[config.mk]
export PLATFORM = sky130hd
export DESIGN_NAME = ppu_vram_arbiter
export DESIGN_NICKNAME = d
export VERILOG_FILES = /design/src/rtl/ppu_vram_arbiter_pkg.sv /design/src/rtl/ppu_vram_arbiter_cpu_latch.sv /design/src/rtl/ppu_vram_arbiter.sv
export SDC_FILE = /design/constraint.sdc
export NUM_CORES = 1
export LEC_CHECK = 0
export ABC_CLOCK_PERIOD_IN_PS = 5900
export CORE_MARGIN = 2
export CORE_UTILIZATION = 52
export DETAILED_ROUTE_END_ITERATION = 8
export PLACE_DENSITY = 0.85
export SKIP_LAST_GASP = 1
export SLEW_MARGIN = 15
export SYNTH_ARGS = -nofsm -noshare
export SYNTH_HDL_FRONTEND = slang
export SYNTH_SLANG_ARGS = --single-unit
export TNS_END_PERCENT = 50
[constraint.sdc]
create_clock -name i_clk -period 5.9 [get_ports i_clk]
set_clock_uncertainty 0.1 [all_clocks]
set_input_delay 1.475 -clock i_clk [delete_from_list [all_inputs] [get_ports i_clk]]
set_output_delay 1.475 -clock i_clk [all_outputs]
set_load 0.05 [all_outputs]
[src/rtl/ppu_vram_arbiter_pkg.sv]
// Purpose : shared types and constants for the PPU VRAM arbiter slice.
// Latency : n/a (package only).
// Backpressure: n/a (package only).
package ppu_vram_arbiter_pkg;

  localparam int unsigned VRAM_AW        = 14;   // VRAM address width
  localparam int unsigned DATA_W         = 8;    // VRAM data width
  localparam int unsigned MEM_LAT_DEF    = 2;    // mem_rd strobe to valid mem_din
  localparam int unsigned STARVE_MAX_DEF = 255;  // CPU wait limit before forced grant
  localparam int unsigned LAT_CW         = 3;    // holds 0..7
  localparam int unsigned STARVE_CW      = 8;

  typedef enum logic [2:0] {
    ST_IDLE   = 3'd0,
    ST_RND_RD = 3'd1,
    ST_CPU_RD = 3'd2,
    ST_CPU_WR = 3'd3,
    ST_DONE   = 3'd4
  } state_t;

  // One PPUDATA access as captured from the CPU side.
  typedef struct packed {
    logic               we;
    logic [VRAM_AW-1:0] addr;
    logic [DATA_W-1:0]  wdata;
  } cpu_req_t;

  function automatic logic is_read_state(input state_t s);
    return (s == ST_RND_RD) || (s == ST_CPU_RD);
  endfunction

endpackage

[src/rtl/ppu_vram_arbiter_cpu_latch.sv]
// Purpose : holds one pending CPU VRAM access and a sticky overrun flag.
// Latency : request visible as pending (and busy) on the cycle after cpu_req.
// Backpressure: none on the CPU side; a request while busy is dropped and flagged.
//
// Ports:
//   i_clk, i_rst_n            clock, async active-low reset
//   i_cpu_req/we/addr/wdata   one-cycle CPU access pulse and its fields
//   i_cpu_done                arbiter's cpu ack pulse; frees the slot this cycle
//   o_pend, o_pend_vld        captured access and its valid flag
//   o_busy                    pending or in progress, low during the ack cycle
//   o_overrun                 sticky: a request arrived while busy
module ppu_cpu_req_latch
  import ppu_vram_arbiter_pkg::*;
(
  input  logic               i_clk,
  input  logic               i_rst_n,
  input  logic               i_cpu_req,
  input  logic               i_cpu_we,
  input  logic [VRAM_AW-1:0] i_cpu_addr,
  input  logic [DATA_W-1:0]  i_cpu_wdata,
  input  logic               i_cpu_done,
  output cpu_req_t           o_pend,
  output logic               o_pend_vld,
  output logic               o_busy,
  output logic               o_overrun
);

  cpu_req_t r_pend;
  logic     r_vld;
  logic     r_overrun;
  logic     w_busy;
  logic     w_accept;

  // The slot counts as free during the ack cycle, so a request landing on the
  // ack is taken as a fresh access instead of an overrun.
  assign w_busy   = r_vld & ~i_cpu_done;
  assign w_accept = i_cpu_req & ~w_busy;

  always_ff @(posedge i_clk or negedge i_rst_n) begin
    if (!i_rst_n) begin
      r_pend    <= '0;
      r_vld     <= 1'b0;
      r_overrun <= 1'b0;
    end else begin
      if (w_accept) begin
        r_pend.we    <= i_cpu_we;
        r_pend.addr  <= i_cpu_addr;
        r_pend.wdata <= i_cpu_wdata;
        r_vld        <= 1'b1;
      end else if (i_cpu_done) begin
        r_vld <= 1'b0;
      end
      if (i_cpu_req && w_busy) begin
        r_overrun <= 1'b1;
      end
    end
  end

  assign o_pend     = r_pend;
  assign o_pend_vld = r_vld;
  assign o_busy     = w_busy;
  assign o_overrun  = r_overrun;

endmodule

[src/rtl/ppu_vram_arbiter.sv]
// Purpose : arbitrates a single VRAM port between PPU render fetches and CPU PPUDATA accesses.
// Latency : grant in IDLE -> strobe next cycle -> ack 1+MEM_LAT cycles after the strobe (writes: 1 cycle).
// Backpressure: render holds rnd_req until rnd_ack; CPU gets one pending slot, extras dropped and flagged.
//
// Ports:
//   i_clk, i_rst_n                         clock, async active-low reset
//   i_rnd_req, i_rnd_addr                  render fetch request (level) and address
//   o_rnd_ack, o_rnd_data                  render completion pulse, data held until next ack
//   i_cpu_req, i_cpu_we, i_cpu_addr,
//   i_cpu_wdata                            CPU access pulse and fields
//   o_cpu_ack, o_cpu_rdata                 CPU completion pulse, read data held afterwards
//   o_cpu_busy, o_cpu_overrun              CPU slot occupied / sticky dropped-request flag
//   o_mem_addr, o_mem_rd, o_mem_wr,
//   o_mem_dout, i_mem_din                  registered VRAM port, read data MEM_LAT after mem_rd
module ppu_vram_arbiter
  import ppu_vram_arbiter_pkg::*;
#(
  parameter int unsigned MEM_LAT    = MEM_LAT_DEF,
  parameter int unsigned STARVE_MAX = STARVE_MAX_DEF
) (
  input  logic               i_clk,
  input  logic               i_rst_n,
  input  logic               i_rnd_req,
  input  logic [VRAM_AW-1:0] i_rnd_addr,
  output logic               o_rnd_ack,
  output logic [DATA_W-1:0]  o_rnd_data,
  input  logic               i_cpu_req,
  input  logic               i_cpu_we,
  input  logic [VRAM_AW-1:0] i_cpu_addr,
  input  logic [DATA_W-1:0]  i_cpu_wdata,
  output logic               o_cpu_ack,
  output logic [DATA_W-1:0]  o_cpu_rdata,
  output logic               o_cpu_busy,
  output logic               o_cpu_overrun,
  output logic [VRAM_AW-1:0] o_mem_addr,
  output logic               o_mem_rd,
  output logic               o_mem_wr,
  output logic [DATA_W-1:0]  o_mem_dout,
  input  logic [DATA_W-1:0]  i_mem_din
);

  state_t                 r_state;
  state_t                 w_state_nxt;
  logic [LAT_CW-1:0]      r_lat_cnt;
  logic [STARVE_CW-1:0]   r_wait_cnt;
  logic                   r_cpu_active;  // current/last grant belongs to the CPU
  logic [VRAM_AW-1:0]     r_mem_addr;
  logic                   r_mem_rd;
  logic                   r_mem_wr;
  logic [DATA_W-1:0]      r_mem_dout;
  logic [DATA_W-1:0]      r_rnd_data;
  logic [DATA_W-1:0]      r_cpu_rdata;

  cpu_req_t               w_pend;
  logic                   w_pend_vld;
  logic                   w_cpu_busy;
  logic                   w_cpu_overrun;
  logic                   w_cpu_waiting;
  logic                   w_starving;
  logic                   w_lat_done;
  logic                   w_grant_rnd;
  logic                   w_grant_cpu;
  logic                   w_rnd_ack;
  logic                   w_cpu_ack;

  ppu_cpu_req_latch u_cpu_latch (
    .i_clk       (i_clk),
    .i_rst_n     (i_rst_n),
    .i_cpu_req   (i_cpu_req),
    .i_cpu_we    (i_cpu_we),
    .i_cpu_addr  (i_cpu_addr),
    .i_cpu_wdata (i_cpu_wdata),
    .i_cpu_done  (w_cpu_ack),
    .o_pend      (w_pend),
    .o_pend_vld  (w_pend_vld),
    .o_busy      (w_cpu_busy),
    .o_overrun   (w_cpu_overrun)
  );

  // A pending access that has not yet been granted is the one that ages.
  assign w_cpu_waiting = w_pend_vld & ~r_cpu_active;
  assign w_starving    = w_cpu_waiting && (r_wait_cnt == STARVE_CW'(STARVE_MAX));
  // The read strobe went out on the first read-state cycle with the counter at 0,
  // so mem_din is valid when the counter reaches MEM_LAT.
  assign w_lat_done    = (r_lat_cnt == LAT_CW'(MEM_LAT));

  // State register.
  always_ff @(posedge i_clk or negedge i_rst_n) begin
    if (!i_rst_n) begin
      r_state <= ST_IDLE;
    end else begin
      r_state <= w_state_nxt;
    end
  end

  // Next-state logic.
  always_comb begin
    w_state_nxt = r_state;
    unique case (r_state)
      ST_IDLE: begin
        if (w_starving) begin
          w_state_nxt = w_pend.we ? ST_CPU_WR : ST_CPU_RD;
        end else if (i_rnd_req) begin
          w_state_nxt = ST_RND_RD;
        end else if (w_cpu_waiting) begin
          w_state_nxt = w_pend.we ? ST_CPU_WR : ST_CPU_RD;
        end
      end
      ST_RND_RD, ST_CPU_RD: begin
        if (w_lat_done) begin
          w_state_nxt = ST_DONE;
        end
      end
      ST_CPU_WR: w_state_nxt = ST_DONE;
      ST_DONE:   w_state_nxt = ST_IDLE;
      default:   w_state_nxt = ST_IDLE;
    endcase
  end

  // Output / grant decode.
  always_comb begin
    w_grant_rnd = 1'b0;
    w_grant_cpu = 1'b0;
    w_rnd_ack   = 1'b0;
    w_cpu_ack   = 1'b0;
    if (r_state == ST_IDLE) begin
      w_grant_rnd = (w_state_nxt == ST_RND_RD);
      w_grant_cpu = (w_state_nxt == ST_CPU_RD) || (w_state_nxt == ST_CPU_WR);
    end
    if (r_state == ST_DONE) begin
      w_rnd_ack = ~r_cpu_active;
      w_cpu_ack = r_cpu_active;
    end
  end

  // Memory port: strobes last exactly one cycle, address/data hold until the next grant.
  always_ff @(posedge i_clk or negedge i_rst_n) begin
    if (!i_rst_n) begin
      r_mem_addr <= '0;
      r_mem_rd   <= 1'b0;
      r_mem_wr   <= 1'b0;
      r_mem_dout <= '0;
    end else begin
      r_mem_rd <= w_grant_rnd | (w_grant_cpu & ~w_pend.we);
      r_mem_wr <= w_grant_cpu & w_pend.we;
      if (w_grant_rnd) begin
        r_mem_addr <= i_rnd_addr;
      end else if (w_grant_cpu) begin
        r_mem_addr <= w_pend.addr;
      end
      if (w_grant_cpu && w_pend.we) begin
        r_mem_dout <= w_pend.wdata;
      end
    end
  end

  // Latency counter, ownership and read-data capture.
  always_ff @(posedge i_clk or negedge i_rst_n) begin
    if (!i_rst_n) begin
      r_lat_cnt    <= '0;
      r_cpu_active <= 1'b0;
      r_rnd_data   <= '0;
      r_cpu_rdata  <= '0;
    end else begin
      if (is_read_state(r_state)) begin
        r_lat_cnt <= r_lat_cnt + 1'b1;
      end else begin
        r_lat_cnt <= '0;
      end

      if (w_grant_cpu) begin
        r_cpu_active <= 1'b1;
      end else if (r_state == ST_DONE) begin
        r_cpu_active <= 1'b0;
      end

      if (r_state == ST_RND_RD && w_lat_done) begin
        r_rnd_data <= i_mem_din;
      end
      if (r_state == ST_CPU_RD && w_lat_done) begin
        r_cpu_rdata <= i_mem_din;
      end
    end
  end

  // Starvation counter: ages while a CPU access waits, saturates, clears on grant.
  always_ff @(posedge i_clk or negedge i_rst_n) begin
    if (!i_rst_n) begin
      r_wait_cnt <= '0;
    end else if (w_grant_cpu) begin
      r_wait_cnt <= '0;
    end else if (w_cpu_waiting && (r_wait_cnt != STARVE_CW'(STARVE_MAX))) begin
      r_wait_cnt <= r_wait_cnt + 1'b1;
    end
  end

  assign o_rnd_ack     = w_rnd_ack;
  assign o_rnd_data    = r_rnd_data;
  assign o_cpu_ack     = w_cpu_ack;
  assign o_cpu_rdata   = r_cpu_rdata;
  assign o_cpu_busy    = w_cpu_busy;
  assign o_cpu_overrun = w_cpu_overrun;
  assign o_mem_addr    = r_mem_addr;
  assign o_mem_rd      = r_mem_rd;
  assign o_mem_wr      = r_mem_wr;
  assign o_mem_dout    = r_mem_dout;

endmodule

==> results of run 1 <==
## cells by family (layout without fill, tap and decap cells)
family,Yosys count,count (layout)
AOI/OAI and AO/OA,26,26
and+or+nand+nor,63,63
adders and majority gates,3,3
buffers and inverters,15,112
xor gates and xnor gates,9,9
muxes,48,48
DFF,80,80
## synth_stat cells (2+ instances only)
cell,count
mux2_2,47
nand4_1,3
o21ai_0,2
and3_1,3
xor2_1,7
nand2b_1,4
buf_2,3
dfrtp_1,80
ha_1,3
nand3_1,2
nand2_1,8
a221o_1,11
xnor2_1,2
nor2b_1,16
inv_1,4
nor2_1,17
a221o_2,3
a21o_1,2
buf_6,5
## state kept, by name (all words and copies together) (netlist names)
name / cells
r_cpu_active: 1
u_cpu_latch.o_overrun: 1
o_mem_wr: 1
r_lat_cnt: 3
u_cpu_latch.o_pend: 23
o_rnd_data: 8
o_mem_addr: 14
r_wait_cnt: 8
o_mem_dout: 8
o_mem_rd: 1
o_cpu_rdata: 8
u_cpu_latch.o_pend_vld: 1
r_state: 3
## worst max path at each step
stage                                    start                         to  slack, ns
after floorplan           r_state[1]$_DFF_PN0_                  o_rnd_ack       2.97
after global placement               i_rnd_req  o_mem_addr[2]$_DFFE_PN0P_       2.49
after detailed placement             i_rnd_req  o_mem_addr[3]$_DFFE_PN0P_       2.43
after CTS                 r_state[1]$_DFF_PN0_                 o_cpu_busy       2.08
after global routing      r_state[1]$_DFF_PN0_                 o_cpu_busy       1.97
final                     r_state[1]$_DFF_PN0_                 o_cpu_busy       2.10
## critical path: cells and delay by family, from the launching register on
family,cells,cell delay (ns)
buf+inv,2,0.92
flops,1,0.60
simple gates,3,0.35
## power by group
part / switching (mW) / internal (mW) / leakage [nW]
registers: 0.157 / 0.791 / 0.985
clock network: 0.201 / 0.208 / 0.0989
logic: 0.769 / 0.533 / 0.903
total: 1.13 / 1.53 / 1.99
## cell type report
class | count | area [µm²] | share of cell area
Clock buffer | 10 | 138 | 0.0304
Inverter | 4 | 15.0 | 0.00332
Clock inverter | 6 | 67.6 | 0.0149
Tap cell | 77 | 96.3 | 0.0213
Timing Repair Buffer | 92 | 918 | 0.203
Sequential cell | 80 | 2000 | 0.443
Multi-Input combinational cell | 149 | 1280 | 0.284
## layer usage
metal / track usage / up-vias / wire, µm
met3: 0.0788 / 8 / 515
li1: - / 1041 / -
met5: 0 / - / 0
met2: 0.327 / 78 / 3330
met1: 0.252 / 1151 / 2900
met4: 0.0736 / 0 / 68
==> metrics, run 1 <==
clock sink count=80; slowest stage delay, CP=0.81 ns; GP Congestion=0.750; Initial DRT Pass Iterations=4; CP max-delay cell=clkdlybuf4s50_1; Synth Area in XOR/XNOR=0.0232; CP Launch Type=register; setup TNS after final layout=0 ns; largest net degree at the start of global routing=81; row count=29; Ports=93; Min Hold Slack=0.383 ns; Post-DP HPWL=4700 µm; depth of the most critical reg-to-reg path=5; clock latency on the worst-skew pair=0.34 ns; endpoint of the worst hold path=r_lat_cnt[0]$_DFF_PN0_; placed instance area=4320 µm²; register area share after synthesis=0.590; Post-Place Cells=402; critical path type=register to output pin; Final Hold Viols=0; simple-gate area share of the yosys netlist=0.115; # setup viols final=0; Slew Viols, Final=0; H-tree Lvls=3; largest family of logic cells by synthesized area=multiplexers; Die Ht=84.8 µm; Yosys reg bits=80; wire length per cell=16.3 µm; initial antenna violation count=0; first-pass GRT wire length=11400 µm; PnR worst setup slack=2.10 ns; Die Area=7190 µm²; Worst slew margin=0.318; Post-Synthesis Net Count=296; Crit Path Max Fanout=10; root buffer cell=clkbuf_8; Max Cap Violations=0; minimum clock period=3.80 ns; Post-synth EDFFs=0; core area=6350 µm²; reg2reg setup slack=3.52 ns; clock slew at reported path FFs=0.09 ns; post-CTS setup buffer count=0; pre-CTS worst setup slack=2.43 ns; share of flip-flops with an asynchronous set or reset=1.00; diodes inserted=0; Hold Path Stages=1; grt ovf=0; worst path arrival time=2.23 ns; drt initial violations=123; Resize count post-CTS=0; crit path capture type=output pin; final std cells w/o fill=418; # hold bufs at CTS=0; Routed WL=6820 µm; CTS tree=yes; Leakage=1.99 nW; mux contribution to synthesized area=0.159; Synth Instances=244; Inserted Clock Buffers=9; # nets final=388; Synth Area in Adders=0.0111; Synth Cell Area=3400 µm²; commonest non-fill, non-tap cell in the layout=clkdlybuf4s50_1; worst path cell trace=nor2_1, nand3_1, nand2_1, inv_1, clkdlybuf4s50_1; Synth Area in Compound Gates=0.0704; Synth Flop Type=dfrtp_1; average via count per standard cell=5.45; Min-Delay Startpoint=r_lat_cnt[0]$_DFF_PN0_; worst-margin pin slew=1.02 ns; Synth area leaders=dfrtp_1 59%, mux2_2 16%, a221o_1 3.2%, nor2b_1 2.9%, nor2_1 1.9%; RR Startpoint=r_state[1]$_DFF_PN0_; worst r2r dst=u_cpu_latch.o_pend[19]$_DFFE_PN0P_; Bufs on Longest Clock Path=2; Area growth, synth to finish=33.1%; fin util=0.712; # port buffers=92; status=complete, no violations; top cell type by total area after synthesis=dfrtp_1; Initial Util=0.535; Fill cells=438; synth unique cells=41; FMAX=0.263 GHz; vias in the first global route=2383; via count=2278; fin area=4520 µm²; gr usage total=0.203; Final period util=0.645; DRC Markers=0; share of cells above drive strength 1=0.229; Tot Pwr=2.66 mW; Routed Antenna Nets=0; Hold WC Path Type=register to register; Die Span X=84.8 µm; most frequent cells in the layout=91 x clkdlybuf4s50_1, 80 x dfrtp_1, 47 x mux2_2; yosys warns=0; syn_area_per_cell=13.9 µm²; RSZ-0062 raised after global routing=no; VDD IR max=0.380 mV; pwr/cell area=588 nW/µm²; share of the synthesized area in the top cell type=0.590; WP data required=4.32 ns
No activity file was read; power rests on OpenSTA's default activity.
==> inputs of run 2 (changes only) <==
--- a/config.mk
+++ b/config.mk
@@ -5,11 +5,11 @@
 export SDC_FILE = /design/constraint.sdc
 export NUM_CORES = 1
 export LEC_CHECK = 0
-export ABC_CLOCK_PERIOD_IN_PS = 5900
+export ABC_CLOCK_PERIOD_IN_PS = 3700
 export CORE_MARGIN = 2
-export CORE_UTILIZATION = 52
+export CORE_UTILIZATION = 48
 export DETAILED_ROUTE_END_ITERATION = 8
-export PLACE_DENSITY = 0.85
+export PLACE_DENSITY = 0.8
 export SKIP_LAST_GASP = 1
 export SLEW_MARGIN = 15
 export SYNTH_ARGS = -nofsm -noshare
==> constraint.sdc (replaced) <==
create_clock -name i_clk -period 3.7 [get_ports i_clk]
set_clock_uncertainty 0.1 [all_clocks]
set_input_delay 0.925 -clock i_clk [delete_from_list [all_inputs] [get_ports i_clk]]
set_output_delay 0.925 -clock i_clk [all_outputs]
set_load 0.05 [all_outputs]
==> run 2 against run 1 <==
Effect of this change:
- final cell count increased by 5.0%
- power grew 57%
- critical endpoint unchanged
- setup slack lost 1.6 ns
- combinational power grew 60%
- clock power grew 44%
- core utilization is 4.9 points lower
- routed wire length fell by 0.13%
- die area up 7.9%
==> metrics, run 2 (synthesis results as in run 1) <==
diodes inserted=0 (unchanged); pwr/cell area=922 nW/µm² (+57%); DRC Markers=0 (unchanged); pre-CTS worst setup slack=0.735 ns (-1.69 ns); average via count per standard cell=5.14 (-5.7%); post-CTS setup buffer count=0 (unchanged); Bufs on Longest Clock Path=2 (unchanged); endpoint of the worst hold path=u_cpu_latch.o_overrun$_DFFE_PN0P_; depth of the most critical reg-to-reg path=7 (+2); fin util=0.663 (-0.0486); Initial DRT Pass Iterations=4 (unchanged); VDD IR max=0.530 mV (+39%); status=complete, no violations; vias in the first global route=2382 (-0.042%); Worst Setup SP=r_state[1]$_DFF_PN0_; share of cells above drive strength 1=0.230 (+0.00158); # nets final=390 (+0.52%); clock sink count=80 (unchanged); worst path arrival time=2.15 ns (-0.08 ns); Fill cells=534 (+22%); setup TNS after final layout=0 ns (unchanged); via count=2256 (-0.97%); Die Area=7760 µm² (+7.9%); row count=30 (+3.4%); Post-DP HPWL=4830 µm (+2.7%); Worst slew margin=0.351 (+0.0324); # setup viols final=0 (unchanged); Die Span X=88.1 µm (+3.9%); Hold Path Stages=1 (unchanged); core area=6830 µm² (+7.6%); Hold WC Path Type=register to register; Inserted Clock Buffers=9 (unchanged); Min Hold Slack=0.364 ns (-0.0189 ns); crit path capture type=output pin; WP data required=2.67 ns (-1.65 ns); Final period util=0.857; initial antenna violation count=0 (unchanged); Routed WL=6810 µm (-0.13%); clock slew at reported path FFs=0.09 ns (about the same); Final Hold Viols=0 (unchanged); FMAX=0.315 GHz; Routed Antenna Nets=0 (unchanged); root buffer cell=clkbuf_8; Leakage=1.98 nW (-0.27%); Initial Util=0.497 (-0.0377); grt ovf=0 (unchanged); reg2reg setup slack=1.52 ns (-2.00 ns); first-pass GRT wire length=11100 µm (-3.1%); largest net degree at the start of global routing=81 (unchanged); Crit Path Max Fanout=10 (unchanged); H-tree Lvls=3 (unchanged); # hold bufs at CTS=0 (unchanged); GP Congestion=0.846 (+13%); worst r2r dst=o_mem_addr[5]$_DFFE_PN0P_; Slew Viols, Final=0 (unchanged); RR Startpoint=r_wait_cnt[0]$_DFFE_PN0P_; CTS tree=yes; Die Ht=88.1 µm (+3.9%); drt initial violations=86 (-30%); RSZ-0062 raised after global routing=no; Ports=93 (unchanged); # port buffers=92 (unchanged); gr usage total=0.188 (-0.0157); clock latency on the worst-skew pair=0.35 ns (about the same); fin area=4530 µm² (+0.25%); minimum clock period=3.17 ns; Max Cap Violations=0 (unchanged); placed instance area=4350 µm² (+0.90%); Resize count post-CTS=0 (unchanged); CP Launch Type=register; worst-margin pin slew=0.974 ns (-0.0461 ns); PnR worst setup slack=0.529 ns (-1.57 ns); critical path type=register to output pin; commonest non-fill, non-tap cell in the layout=clkdlybuf4s50_1; most frequent cells in the layout=91 x clkdlybuf4s50_1, 80 x dfrtp_1, 47 x mux2_2; max reg flops=23 (unchanged); wire length per cell=15.5 µm (-4.9%); Min-Delay Startpoint=u_cpu_latch.o_overrun$_DFFE_PN0P_; Area growth, synth to finish=33.5%
-- run 2: changes by cell type in the layout (fill, tap and decap cells not counted) --
cell       change
buf_4          +2
bufinv_16      -1
clkbuf_1       +1
clkbuf_8       -1
clkinv_2       -1
inv_6          +2
-- run 2: metal layers --
layer,global-route usage,wire [µm]
met5,0,0
met4,0.0496,64
met3,0.0707,532
met2,0.299,3250
met1,0.244,2960
-- run 2: critical path: stages (launching register included) --
cell and delay, ns:
dfrtp_1 0.58, nor2_1 0.10, nand3_1 0.12, nand2_1 0.12, inv_1 0.09, clkdlybuf4s50_1 0.80
-- run 2: layout make-up --
class | count | area [µm²] | share of cell area
clock buffers | 10 | 128 | 0.0282
multi-input cells | 149 | 1280 | 0.283
flip-flops and latches | 80 | 2000 | 0.442
repair buffers | 94 | 933 | 0.206
well taps | 96 | 120 | 0.0265
inverters | 4 | 15.0 | 0.00331
clock inverters | 6 | 50.0 | 0.0110
-- run 2: through the flow --
| step | power [mW] | std cells |
|---|---|---|
| floorplan | 2.98 | 244 |
| global placement | 3.56 | 423 |
| detailed placement | 3.62 | 423 |
| CTS | 4.21 | 439 |
| global route | 4.41 | 439 |
| finish | 4.18 | 439 |
-- run 2: where the power goes --
group	switching, mW	internal, mW	total (mW)
Sequential	0.252	1.26	1.51
Combinational	1.22	0.855	2.08
Clock	0.338	0.252	0.590
-- run 2: worst max path at each step --
stage,end,slack [ns],depth (start not counted)
4_1_cts,o_cpu_busy,0.51,5
3_3_place_gp,o_mem_addr[1]$_DFFE_PN0P_,0.87,5
2_1_floorplan,o_rnd_ack,1.32,4
5_1_grt,o_cpu_busy,0.39,5
6_report,o_cpu_busy,0.53,5
3_5_place_dp,o_mem_addr[0]$_DFFE_PN0P_,0.74,5
==> inputs of run 3 (changes only) <==
--- a/config.mk
+++ b/config.mk
@@ -8,6 +8,7 @@
 export ABC_CLOCK_PERIOD_IN_PS = 3700
 export CORE_MARGIN = 2
 export CORE_UTILIZATION = 48
+export CTS_CLUSTER_SIZE = 14
 export DETAILED_ROUTE_END_ITERATION = 8
 export PLACE_DENSITY = 0.8
 export SKIP_LAST_GASP = 1
==> results of run 3 <==
Same layout as run 2: the final DEF is identical, and so are final timing and power.
